File: src/rtl/smc_ahb_fill_master_pkg.sv
// Shared AHB-Lite encodings and fill-master state codes for the SMC fill master.
package smc_ahb_pkg;

   localparam logic [1:0] HTRANS_IDLE     = 2'b00;
   localparam logic [1:0] HTRANS_NONSEQ   = 2'b10;
   localparam logic [1:0] HRESP_OKAY      = 2'b00;
   localparam logic [1:0] HRESP_ERROR     = 2'b01;
   localparam logic [2:0] HSIZE_WORD      = 3'b010;
   localparam logic [3:0] HPROT_DATA_PRIV = 4'b0011;

   // Fill-master FSM state codes.
   typedef logic [1:0] fm_state_t;
   localparam fm_state_t ST_IDLE = 2'd0;  // waiting for a start
   localparam fm_state_t ST_ADDR = 2'd1;  // first address phase, no data phase yet
   localparam fm_state_t ST_PIPE = 2'd2;  // address i+1 overlapped with data i
   localparam fm_state_t ST_LAST = 2'd3;  // final data phase only

   // Address-phase signal group, registered as one unit so the bus sees a coherent set.
   typedef struct packed {
      logic [31:0] haddr;
      logic [1:0]  htrans;
      logic        hwrite;
      logic [2:0]  hsize;
      logic [3:0]  hprot;
      logic        hsel;
   } ahb_addr_t;

   localparam ahb_addr_t AHB_ADDR_IDLE = '0;

   // Builds an active single-word NONSEQ address phase.
   function automatic ahb_addr_t addr_phase(input logic [31:0] addr, input logic write);
      ahb_addr_t ap;
      ap.haddr  = addr;
      ap.htrans = HTRANS_NONSEQ;
      ap.hwrite = write;
      ap.hsize  = HSIZE_WORD;
      ap.hprot  = HPROT_DATA_PRIV;
      ap.hsel   = 1'b1;
      return ap;
   endfunction

endpackage

File: src/rtl/smc_ahb_fill_master.sv
// AHB-Lite initiator that fills (write) or verifies (read/compare) a contiguous
// word region with the pattern seed + beat index, using pipelined NONSEQ singles.
module smc_ahb_fill_master
   import smc_ahb_pkg::*;
#(
   parameter int CNT_W = 16
) (
   input  logic             pmu_smc_hclk,
   input  logic             pmu_smc_hrst_b,
   input  logic             cfg_start,
   input  logic             cfg_mode,
   input  logic [31:0]      cfg_base,
   input  logic [CNT_W-1:0] cfg_count,
   input  logic [31:0]      cfg_pattern,
   output logic             busy,
   output logic             done,
   output logic             err,
   output logic [31:0]      err_addr,
   output logic [31:0]      m_haddr,
   output logic [1:0]       m_htrans,
   output logic             m_hwrite,
   output logic [2:0]       m_hsize,
   output logic [3:0]       m_hprot,
   output logic             m_hsel,
   output logic [31:0]      m_hwdata,
   input  logic [31:0]      m_hrdata,
   input  logic             m_hready,
   input  logic [1:0]       m_hresp
);

   fm_state_t        state;
   ahb_addr_t        ap_q;       // registered address phase driven onto the bus
   logic             mode_q;     // 0 = write fill, 1 = read compare
   logic [31:0]      pattern_q;
   logic [CNT_W-1:0] count_q;
   logic [CNT_W-1:0] a_idx;      // beat index currently in address phase
   logic [CNT_W-1:0] dp_idx;     // beat index currently in data phase
   logic [31:0]      dp_addr;    // address of the beat in data phase
   logic             drop_q;     // data phase in flight is to be ignored

   logic             a_last;
   logic             resp_err;
   logic             rd_bad;
   logic [31:0]      dp_expect;
   logic             unused_base_lsb;

   // Byte offset within the word is ignored; transfers are always word aligned.
   assign unused_base_lsb = &{1'b0, cfg_base[1:0]};

   assign a_last    = (a_idx == count_q - CNT_W'(1));
   assign resp_err  = !m_hready && (m_hresp == HRESP_ERROR);
   assign dp_expect = pattern_q + 32'(dp_idx);
   assign rd_bad    = mode_q && m_hready && (m_hresp == HRESP_OKAY) && !drop_q
                      && (m_hrdata != dp_expect);

   assign m_haddr  = ap_q.haddr;
   assign m_htrans = ap_q.htrans;
   assign m_hwrite = ap_q.hwrite;
   assign m_hsize  = ap_q.hsize;
   assign m_hprot  = ap_q.hprot;
   assign m_hsel   = ap_q.hsel;

   // Job sequencing: start capture, address/data pipelining, error capture and completion.
   always_ff @(posedge pmu_smc_hclk or negedge pmu_smc_hrst_b) begin
      // NOTE: every register here uses <= so all state updates see pre-edge values,
      // which is what makes the address/data phase overlap come out right.
      if (!pmu_smc_hrst_b) begin
         state     <= ST_IDLE;
         ap_q      <= AHB_ADDR_IDLE;
         m_hwdata  <= '0;
         busy      <= 1'b0;
         done      <= 1'b0;
         err       <= 1'b0;
         err_addr  <= '0;
         mode_q    <= 1'b0;
         pattern_q <= '0;
         count_q   <= '0;
         a_idx     <= '0;
         dp_idx    <= '0;
         dp_addr   <= '0;
         drop_q    <= 1'b0;
      end else begin
         done <= 1'b0;
         case (state)
            ST_IDLE: begin
               if (cfg_start) begin
                  mode_q    <= cfg_mode;
                  pattern_q <= cfg_pattern;
                  count_q   <= cfg_count;
                  a_idx     <= '0;
                  err       <= 1'b0;
                  err_addr  <= '0;
                  if (cfg_count == '0) begin
                     done <= 1'b1;
                  end else begin
                     busy  <= 1'b1;
                     state <= ST_ADDR;
                     ap_q  <= addr_phase({cfg_base[31:2], 2'b00}, !cfg_mode);
                  end
               end
            end

            ST_ADDR: begin
               if (m_hready) begin
                  dp_idx  <= a_idx;
                  dp_addr <= ap_q.haddr;
                  drop_q  <= 1'b0;
                  if (!mode_q) m_hwdata <= pattern_q + 32'(a_idx);
                  if (a_last) begin
                     state <= ST_LAST;
                     ap_q  <= AHB_ADDR_IDLE;
                  end else begin
                     state      <= ST_PIPE;
                     ap_q.haddr <= ap_q.haddr + 32'd4;
                     a_idx      <= a_idx + CNT_W'(1);
                  end
               end
            end

            ST_PIPE: begin
               if (resp_err) begin
                  // First ERROR cycle: withdraw the pending address, finish the faulting beat.
                  if (!err) begin
                     err      <= 1'b1;
                     err_addr <= dp_addr;
                  end
                  state  <= ST_LAST;
                  ap_q   <= AHB_ADDR_IDLE;
                  drop_q <= 1'b1;
               end else if (m_hready) begin
                  if (rd_bad && !err) begin
                     err      <= 1'b1;
                     err_addr <= dp_addr;
                  end
                  dp_idx  <= a_idx;
                  dp_addr <= ap_q.haddr;
                  if (!mode_q) m_hwdata <= pattern_q + 32'(a_idx);
                  if (rd_bad || a_last) begin
                     // A compare failure lets the already accepted beat drain unchecked.
                     state  <= ST_LAST;
                     ap_q   <= AHB_ADDR_IDLE;
                     drop_q <= rd_bad;
                  end else begin
                     ap_q.haddr <= ap_q.haddr + 32'd4;
                     a_idx      <= a_idx + CNT_W'(1);
                  end
               end
            end

            ST_LAST: begin
               if (resp_err) begin
                  if (!err) begin
                     err      <= 1'b1;
                     err_addr <= dp_addr;
                  end
               end else if (m_hready) begin
                  if (rd_bad && !err) begin
                     err      <= 1'b1;
                     err_addr <= dp_addr;
                  end
                  state    <= ST_IDLE;
                  busy     <= 1'b0;
                  done     <= 1'b1;
                  m_hwdata <= '0;
               end
            end

            default: state <= ST_IDLE;
         endcase
      end
   end

endmodule
File: config.mk
export PLATFORM = sky130hd
export DESIGN_NAME = smc_ahb_fill_master
export DESIGN_NICKNAME = d
export VERILOG_FILES = /design/src/rtl/smc_ahb_fill_master_pkg.sv /design/src/rtl/smc_ahb_fill_master.sv
export SDC_FILE = /design/constraint.sdc
export NUM_CORES = 1
export LEC_CHECK = 0
export ABC_AREA = 1
export CAP_MARGIN = 20
export CORE_MARGIN = 2
export CORE_UTILIZATION = 35
export DETAILED_ROUTE_END_ITERATION = 12
export GPL_ROUTABILITY_DRIVEN = 0
export HOLD_SLACK_MARGIN = 0.02
export PLACE_DENSITY = 0.54
export SYNTH_ARGS = -nofsm -noshare
export SYNTH_HDL_FRONTEND = slang
export SYNTH_SLANG_ARGS = --single-unit
export TNS_END_PERCENT = 20
File: constraint.sdc
create_clock -name pmu_smc_hclk -period 3.9 [get_ports pmu_smc_hclk]
set_clock_uncertainty 0.2 [all_clocks]
set_input_delay 0.39 -clock pmu_smc_hclk [delete_from_list [all_inputs] [get_ports pmu_smc_hclk]]
set_output_delay 0.39 -clock pmu_smc_hclk [all_outputs]
set_load 0.05 [all_outputs]
==> impl_metrics.yaml, run 1 <==
floorplanning:
  start_util_pct: 35.3
  num_io_pins: 229
  die-area_um2: 40400
  die_w_um: 201
  die-height_um: 201
  core-area_um2: 38500
  rows: 72
worst_setup_path:
  crit_fanout: 27
  crit_top_cell: "nand2_1"
  cp-start-kind: "register"
  end_kind: "register"
  timing.reg2reg.setup_slack_ps: 410
  arrival_ps: 3730
  cp.required_ps: 4140
  crit_buf_inv: 1
  cp_top_family: "simple AND/OR/NAND/NOR gates"
  critPathSlowestCell: "dfrtp_1"
  max_stage_delay_ps: 430
  crit_type: "reg -> reg"
  cp_cell_sequence: "ha_1, fa_2, nand3_1, nand3_1, nand2_1, nand2_1, nand2_1, nand2_1, nand2_1, nand2_1, nand2_1, nand2_1, nor2_1, nand2_1, nor2_1, nand3_2, nand2_2, nand2_1, nand2_4, nand2_4, inv_8, nand2_1, o21ai_1"
cts:
  cts-root-buf: "clkbuf_16"
  htree_levels: 1
  clock_sinks: 212
  cts-buffers-inserted: 26
  insertion_delay_ps: 540
  cts_tree: "built"
  path_clk_slew_ps: 70
  clockBufferDepth: 3
  postCtsSetupRepairBufs: 0
sta:
  setup_tns_ps: 0
  fin_crit_ps: 3490
  final_hold_viol_count: 0
  holdWs_ps: 182
  relSlewSlack_pct: 33.8
  setup_viol: 0
  worst_pin_slew_ps: 989
  fin_ws_ps: 407
  rsz0062_at_grt: "false"
  fin_crit_sh_pct: 89.6
  fmax_ghz: 0.286
  drv_slew: 0
synthesis:
  synthDistinctLibCells: 49
  synth_edf_count: 0
  yosysWarnings: 0
  yosysSeqAreaShare_pct: 39.1
  synthCells: 1876
  ys.flop_type: "dfrtp_1"
  syn-cell-area_um2: 13600
  async_flop_share_pct: 100
  synth.ff_latch_count: 212
  synth_area_per_cell_um2: 7.24
drt:
  ant_nets: 0
  vias_per_cell: 4.84
  routed-via-count: 12680
  drc: 0
  drt_wl_total_um: 42700
  drtPass1Iterations: 5
  routedWlPerCell_um: 16.3
  drt_iter0_drc: 724
global_routing:
  track_usage_pct: 21.0
  antenna_found_initial: 0
  grt_max_degree: 81
  grt_pass1_vias: 12459
  overflow: 0
  grt_pass1_wl_um: 67900
finish:
  nNetsFinal: 2241
  drive_gt1_share_pct: 7.00
  fillers: 3972
  areaGrowthSynthToFinish_pct: 26.9
run:
  maxCapViolCount: 0
outcome:
  status: "completed"
pwr:
  peakVddDrop_v: 0.000509
  p_leak_nw: 8.30
  p_per_area_nw_per_um2: 870
min_path:
  hold_path_class: "in -> async"
placed_design:
  place_ws_ps: 206
  port_buffers: 219
  hpwl_um: 32400
[cells in the mapped netlist, drive strengths merged (3+ instances only)]
| cell | count | area share, % |
|---|---|---|
| nand2 | 627 | 18 |
| inv | 216 | 6.0 |
| dfrtp | 212 | 39 |
| nor2 | 177 | 5.1 |
| o21ai | 146 | 5.5 |
| nand3 | 81 | 3.1 |
| xor2 | 75 | 4.8 |
| a21oi | 55 | 2.0 |
| ha | 39 | 3.6 |
| clkbuf | 36 | 1.0 |
| mux2 | 35 | 2.9 |
| buf | 29 | 1.6 |
| nand4 | 27 | 1.2 |
| nor3 | 25 | 0.92 |
| xnor2 | 23 | 1.5 |
| nor4 | 12 | 0.55 |
| nand3b | 11 | 0.61 |
| or2 | 7 | 0.32 |
| a21boi | 6 | 0.33 |
| o31ai | 6 | 0.33 |
| clkinv | 5 | 0.14 |
| a31oi | 4 | 0.18 |
| a32o | 3 | 0.22 |
| o211ai | 3 | 0.17 |
[cells in the final DEF, fill, tap and decap left out, drive strengths merged, types with 35 or more instances in the layout]
cell type,n
a21oi,55
dfrtp,212
ha,39
clkdlybuf4s50,218
nand3,81
o21ai,146
inv,217
clkbuf,36
nand2,628
mux2,35
nor2,177
xor2,75
[cells by family (layout without fill, tap and decap cells)]
| kind of cell | Yosys count | in the layout | share of synthesized area, % |
|---|---|---|---|
| and+or+nand+nor | 969 | 970 | 29.6 |
| muxes | 35 | 35 | 2.90 |
| other | 1 | 8 | 0.0276 |
| xor gates and xnor gates | 98 | 98 | 6.32 |
| DFF | 212 | 212 | 39.1 |
| adders and majority gates | 41 | 41 | 3.89 |
| buffers and inverters | 286 | 503 | 8.69 |
| AOI/OAI and AO/OA | 234 | 234 | 9.45 |
[power breakdown]
| part | leakage, nW | switching, mW | internal [mW] |
|---|---|---|---|
| Clock | 0.430 | 0.980 | 1.50 |
| Sequential | 2.70 | 0.986 | 3.10 |
| Combinational | 5.17 | 5.58 | 2.85 |
| Total | 8.30 | 7.54 | 7.45 |
[through the flow]
stage	cell area, µm²	power [mW]	std cells	util [%]
final	17200	15.0	2619	44.8
after detailed placement	16300	12.4	2568	42.3
after CTS	17200	15.0	2616	44.6
after global placement	16300	12.4	2568	42.3
after floorplan	13600	9.84	1882	-
after global routing	17200	16.2	2618	44.8
[flip-flops by register name (all words and copies together) (netlist names)]
name / count
a_idx: 16
busy: 1
state: 2
done: 1
dp_idx: 16
m_haddr: 30
dp_addr: 30
err: 1
m_hwdata: 32
mode_q: 1
pattern_q: 32
count_q: 16
m_hprot: 1
err_addr: 31
m_hwrite: 1
drop_q: 1
[per-layer routing]
metal	wire length (µm)	up-vias	global-route usage, %
li1	-	6370	-
met1	20600	5940	30.0
met2	18900	323	33.6
met3	2490	47	3.39
met4	725	0	4.50
met5	0	-	0
[path summary, 6_finish.rpt]
kind | from | endpoint | cells past startpoint
setup / recovery | pattern_q[0]$_DFFE_PN0P_ | a_idx[7]$_DFFE_PN0P_ | 23
hold / removal | pmu_smc_hrst_b | pattern_q[2]$_DFFE_PN0P_ | 2
setup reg to reg | pattern_q[0]$_DFFE_PN0P_ | a_idx[7]$_DFFE_PN0P_ | 23
hold reg to reg | m_hwdata[13]$_DFFE_PN0P_ | m_hwdata[13]$_DFFE_PN0P_ | 2
max in group asynchronous | pmu_smc_hrst_b | m_hprot[0]$_DFFE_PN0P_ | 3
min in group pmu_smc_hclk | cfg_count[2] | count_q[2]$_DFFE_PN0P_ | 3
[final cells by class]
cell class | count | area, µm² | share of cell area (%)
Antenna cell | 1 | 2.50 | 0.0145
Clock buffer | 36 | 728 | 4.23
Inverter | 221 | 837 | 4.86
Sequential cell | 212 | 5310 | 30.8
Multi-Input combinational cell | 1385 | 7170 | 41.6
Timing Repair Buffer | 235 | 2390 | 13.9
Tap cell | 518 | 648 | 3.76
Clock inverter | 11 | 148 | 0.857
[worst reg2reg max path, stage by stage, from the launching register on]
cell and delay, ps:
dfrtp_1 430, ha_1 280, fa_2 400, nand3_1 100, nand3_1 150, nand2_1 120
nand2_1 80, nand2_1 90, nand2_1 110, nand2_1 100, nand2_1 50, nand2_1 50
nand2_1 50, nor2_1 80, nand2_1 60, nor2_1 140, nand3_2 150, nand2_2 150
nand2_1 100, nand2_4 110, nand2_4 80, inv_8 170, nand2_1 80, o21ai_1 80
[what timing repair did]
action,in CTS,in global routing
endpoints found under the hold margin,62,0
setup endpoints to repair,0,78
resized for setup,0,8
hold buffers,1,0
No activity file was read; power rests on OpenSTA's default activity.
==> run 2: changes to the inputs <==
--- a/config.mk
+++ b/config.mk
@@ -10,7 +10,6 @@
 export CORE_MARGIN = 2
 export CORE_UTILIZATION = 35
 export DETAILED_ROUTE_END_ITERATION = 12
-export GPL_ROUTABILITY_DRIVEN = 0
 export HOLD_SLACK_MARGIN = 0.02
 export PLACE_DENSITY = 0.54
 export SYNTH_ARGS = -nofsm -noshare
==> run 2 against run 1 <==
Against the previous run: register-to-register slack worse by 50 ps; final area is 0.34% higher; sequential share of layout area is 0.10 points lower; first-iteration DRC count is 4.6% lower; core utilization is 0.15 points higher; sequential power hardly changed; power is 0.37% higher; clock-buffer cell count is 1 lower; cell count is 0.15% higher; hold slack better by 44 ps.
==> impl_metrics.yaml, run 2 (same netlist as run 1, synthesis figures left out) <==
worst_setup_path:
  end_kind: "register"
  cp.required_ps: 4170
  critPathSlowestCell: "dfrtp_1"
  crit_type: "reg -> reg"
  timing.reg2reg.setup_slack_ps: 350
  r2r_end: "a_idx[9]$_DFFE_PN0P_"
  cp-start-kind: "register"
  max_stage_delay_ps: 420
  reg2reg_from: "pattern_q[0]$_DFFE_PN0P_"
  arrival_ps: 3820
  crit_fanout: 27
  crit_top_cell: "nand2_1"
  cp_cell_sequence: "ha_1, fa_2, nand3_1, nand3_1, nand2_1, nand2_1, nand2_1, nand2_1, nand2_1, nand2_1, nand2_1, nand2_1, nor2_1, nand2_1, nor2_1, nand3_2, nand2_2, nand2_1, nand2_4, nand2_4, inv_6, nand2_1, o21ai_1"
  rr_worst_depth: 23
  crit_buf_inv: 1
  cp.depth: 23
  cp_top_family: "simple AND/OR/NAND/NOR gates"
outcome:
  status: "completed"
drt:
  drc: 0
  routed-via-count: 12677
  drt_wl_total_um: 43300
  drt_iter0_drc: 691
  ant_nets: 0
  vias_per_cell: 4.83
  drtPass1Iterations: 7
  routedWlPerCell_um: 16.5
cts:
  path_clk_slew_ps: 60
  cts-root-buf: "clkbuf_16"
  clockBufferDepth: 3
  postCtsSetupRepairBufs: 0
  cts_tree: "built"
  htree_levels: 1
  insertion_delay_ps: 550
  clock_sinks: 212
  cts-buffers-inserted: 26
floorplanning:
  die_w_um: 201
  start_util_pct: 35.3
  die-area_um2: 40400
  num_io_pins: 229
  rows: 72
  core-area_um2: 38500
  die-height_um: 201
finish:
  mostFrequentLayoutCells: "nand2_1, clkdlybuf4s50_1, dfrtp_1"
  drive_gt1_share_pct: 7.36
  multiInputGateArea_um2: 7170
  areaGrowthSynthToFinish_pct: 27.4
  nNetsFinal: 2247
  fillers: 3924
  layout_commonest_cell: "nand2_1"
  layout.cells.non_filler: 2623
  register_area_um2: 5310
  top_regs: "m_hwdata x32, pattern_q x32, err_addr x31"
  diodes: 0
pwr:
  p_leak_nw: 8.33
  peakVddDrop_v: 0.000478
  clkPwrFrac_pct: 16.4
  p_per_area_nw_per_um2: 870
  p_switching_mw: 7.56
  swShare_pct: 50.3
  power_frac_comb_pct: 56.6
  p_int_mw: 7.48
  p_seq_share_pct: 27.0
  power.total_mw: 15.0
placed_design:
  gp_congestion: 0.902
  port_buffers: 219
  place_ws_ps: 150
  place_inst: 2573
  hpwl_um: 32800
run:
  maxCapViolCount: 0
global_routing:
  grt_pass1_wl_um: 68600
  grt_pass1_vias: 12284
  overflow: 0
  track_usage_pct: 21.3
  grt_max_degree: 107
  antenna_found_initial: 0
sta:
  fin_crit_sh_pct: 90.9
  fin_crit_ps: 3550
  holdWs_ps: 225
  final_hold_viol_count: 0
  fin_ws_ps: 355
  fmax_ghz: 0.282
  relSlewSlack_pct: 41.6
  rsz0062_at_grt: "false"
  setup_viol: 0
  setup_tns_ps: 0
  worst_pin_slew_ps: 875
  drv_slew: 0
min_path:
  holdPathStages: 3
  min_from: "cfg_count[11]"
  hold_path_class: "in -> reg"
  hold_path_end: "count_q[11]$_DFFE_PN0P_"
[run 2: changes by cell type in the layout (fill, tap and decap cells not counted)]
| cell | change |
|---|---|
| inv_8 | -1 |
| clkbuf_8 | +2 |
| diode_2 | -1 |
| clkinvlp_4 | +1 |
| bufinv_16 | -1 |
| clkbuf_1 | -3 |
| buf_4 | +4 |
| buf_12 | +2 |
| clkinv_4 | +1 |
[run 2: tightest hold or removal path: stages]
cell             delay (ps)
clkdlybuf4s50_1         390
inv_1                    60
o21ai_0                  80
[run 2: timing repair]
item	in CTS	in global routing
hold buffers	1	0
endpoints found under the hold margin	104	0
setup endpoints to repair	0	76
gates resized for setup	0	7
[run 2: power groups by stage]
stage / Clock, mW / Sequential (mW) / Combinational, mW
floorplan: 0 / 5.23 / 4.61
CTS: 2.52 / 4.07 / 8.47
global placement: 0 / 4.08 / 8.35
finish: 2.47 / 4.07 / 8.51
global route: 2.61 / 4.21 / 9.42
detailed placement: 0 / 4.10 / 8.42
[run 2: final cells by class]
class	instances	share of cell area, %
multi-input combinational	1385	41.5
sequential	212	30.7
timing repair buffer	241	14.3
inverter	221	4.83
clock buffer	35	4.31
tap	518	3.75
clock inverter	11	0.724
[run 2: metal layers]
metal / vias to the layer above / part of all wire (%) / GRT usage, %
met5: - / 0 / 0
met1: 5927 / 48 / 29.9
met4: 0 / 2.0 / 5.50
met2: 328 / 44 / 33.6
met3: 46 / 6.3 / 4.11
li1: 6376 / - / -
[run 2: worst max path at each step]
stage                                  start                 endpoint  slack (ps)
floorplan           pattern_q[0]$_DFFE_PN0P_     a_idx[6]$_DFFE_PN0P_         960
global placement    pattern_q[0]$_DFFE_PN0P_   m_hprot[0]$_DFFE_PN0P_         180
detailed placement  pattern_q[0]$_DFFE_PN0P_   m_hprot[0]$_DFFE_PN0P_         150
CTS                 pattern_q[0]$_DFFE_PN0P_   m_hprot[0]$_DFFE_PN0P_         130
global route        pattern_q[0]$_DFFE_PN0P_  err_addr[2]$_DFFE_PN0P_          50
finish              pattern_q[0]$_DFFE_PN0P_     a_idx[9]$_DFFE_PN0P_         350
[run 2: through the flow]
stage          util [%]  cell area, µm²
2_1_floorplan         -           13600
3_3_place_gp       42.4           16300
3_5_place_dp       42.4           16300
4_1_cts            44.7           17200
5_1_grt            44.9           17300
6_report           44.9           17300
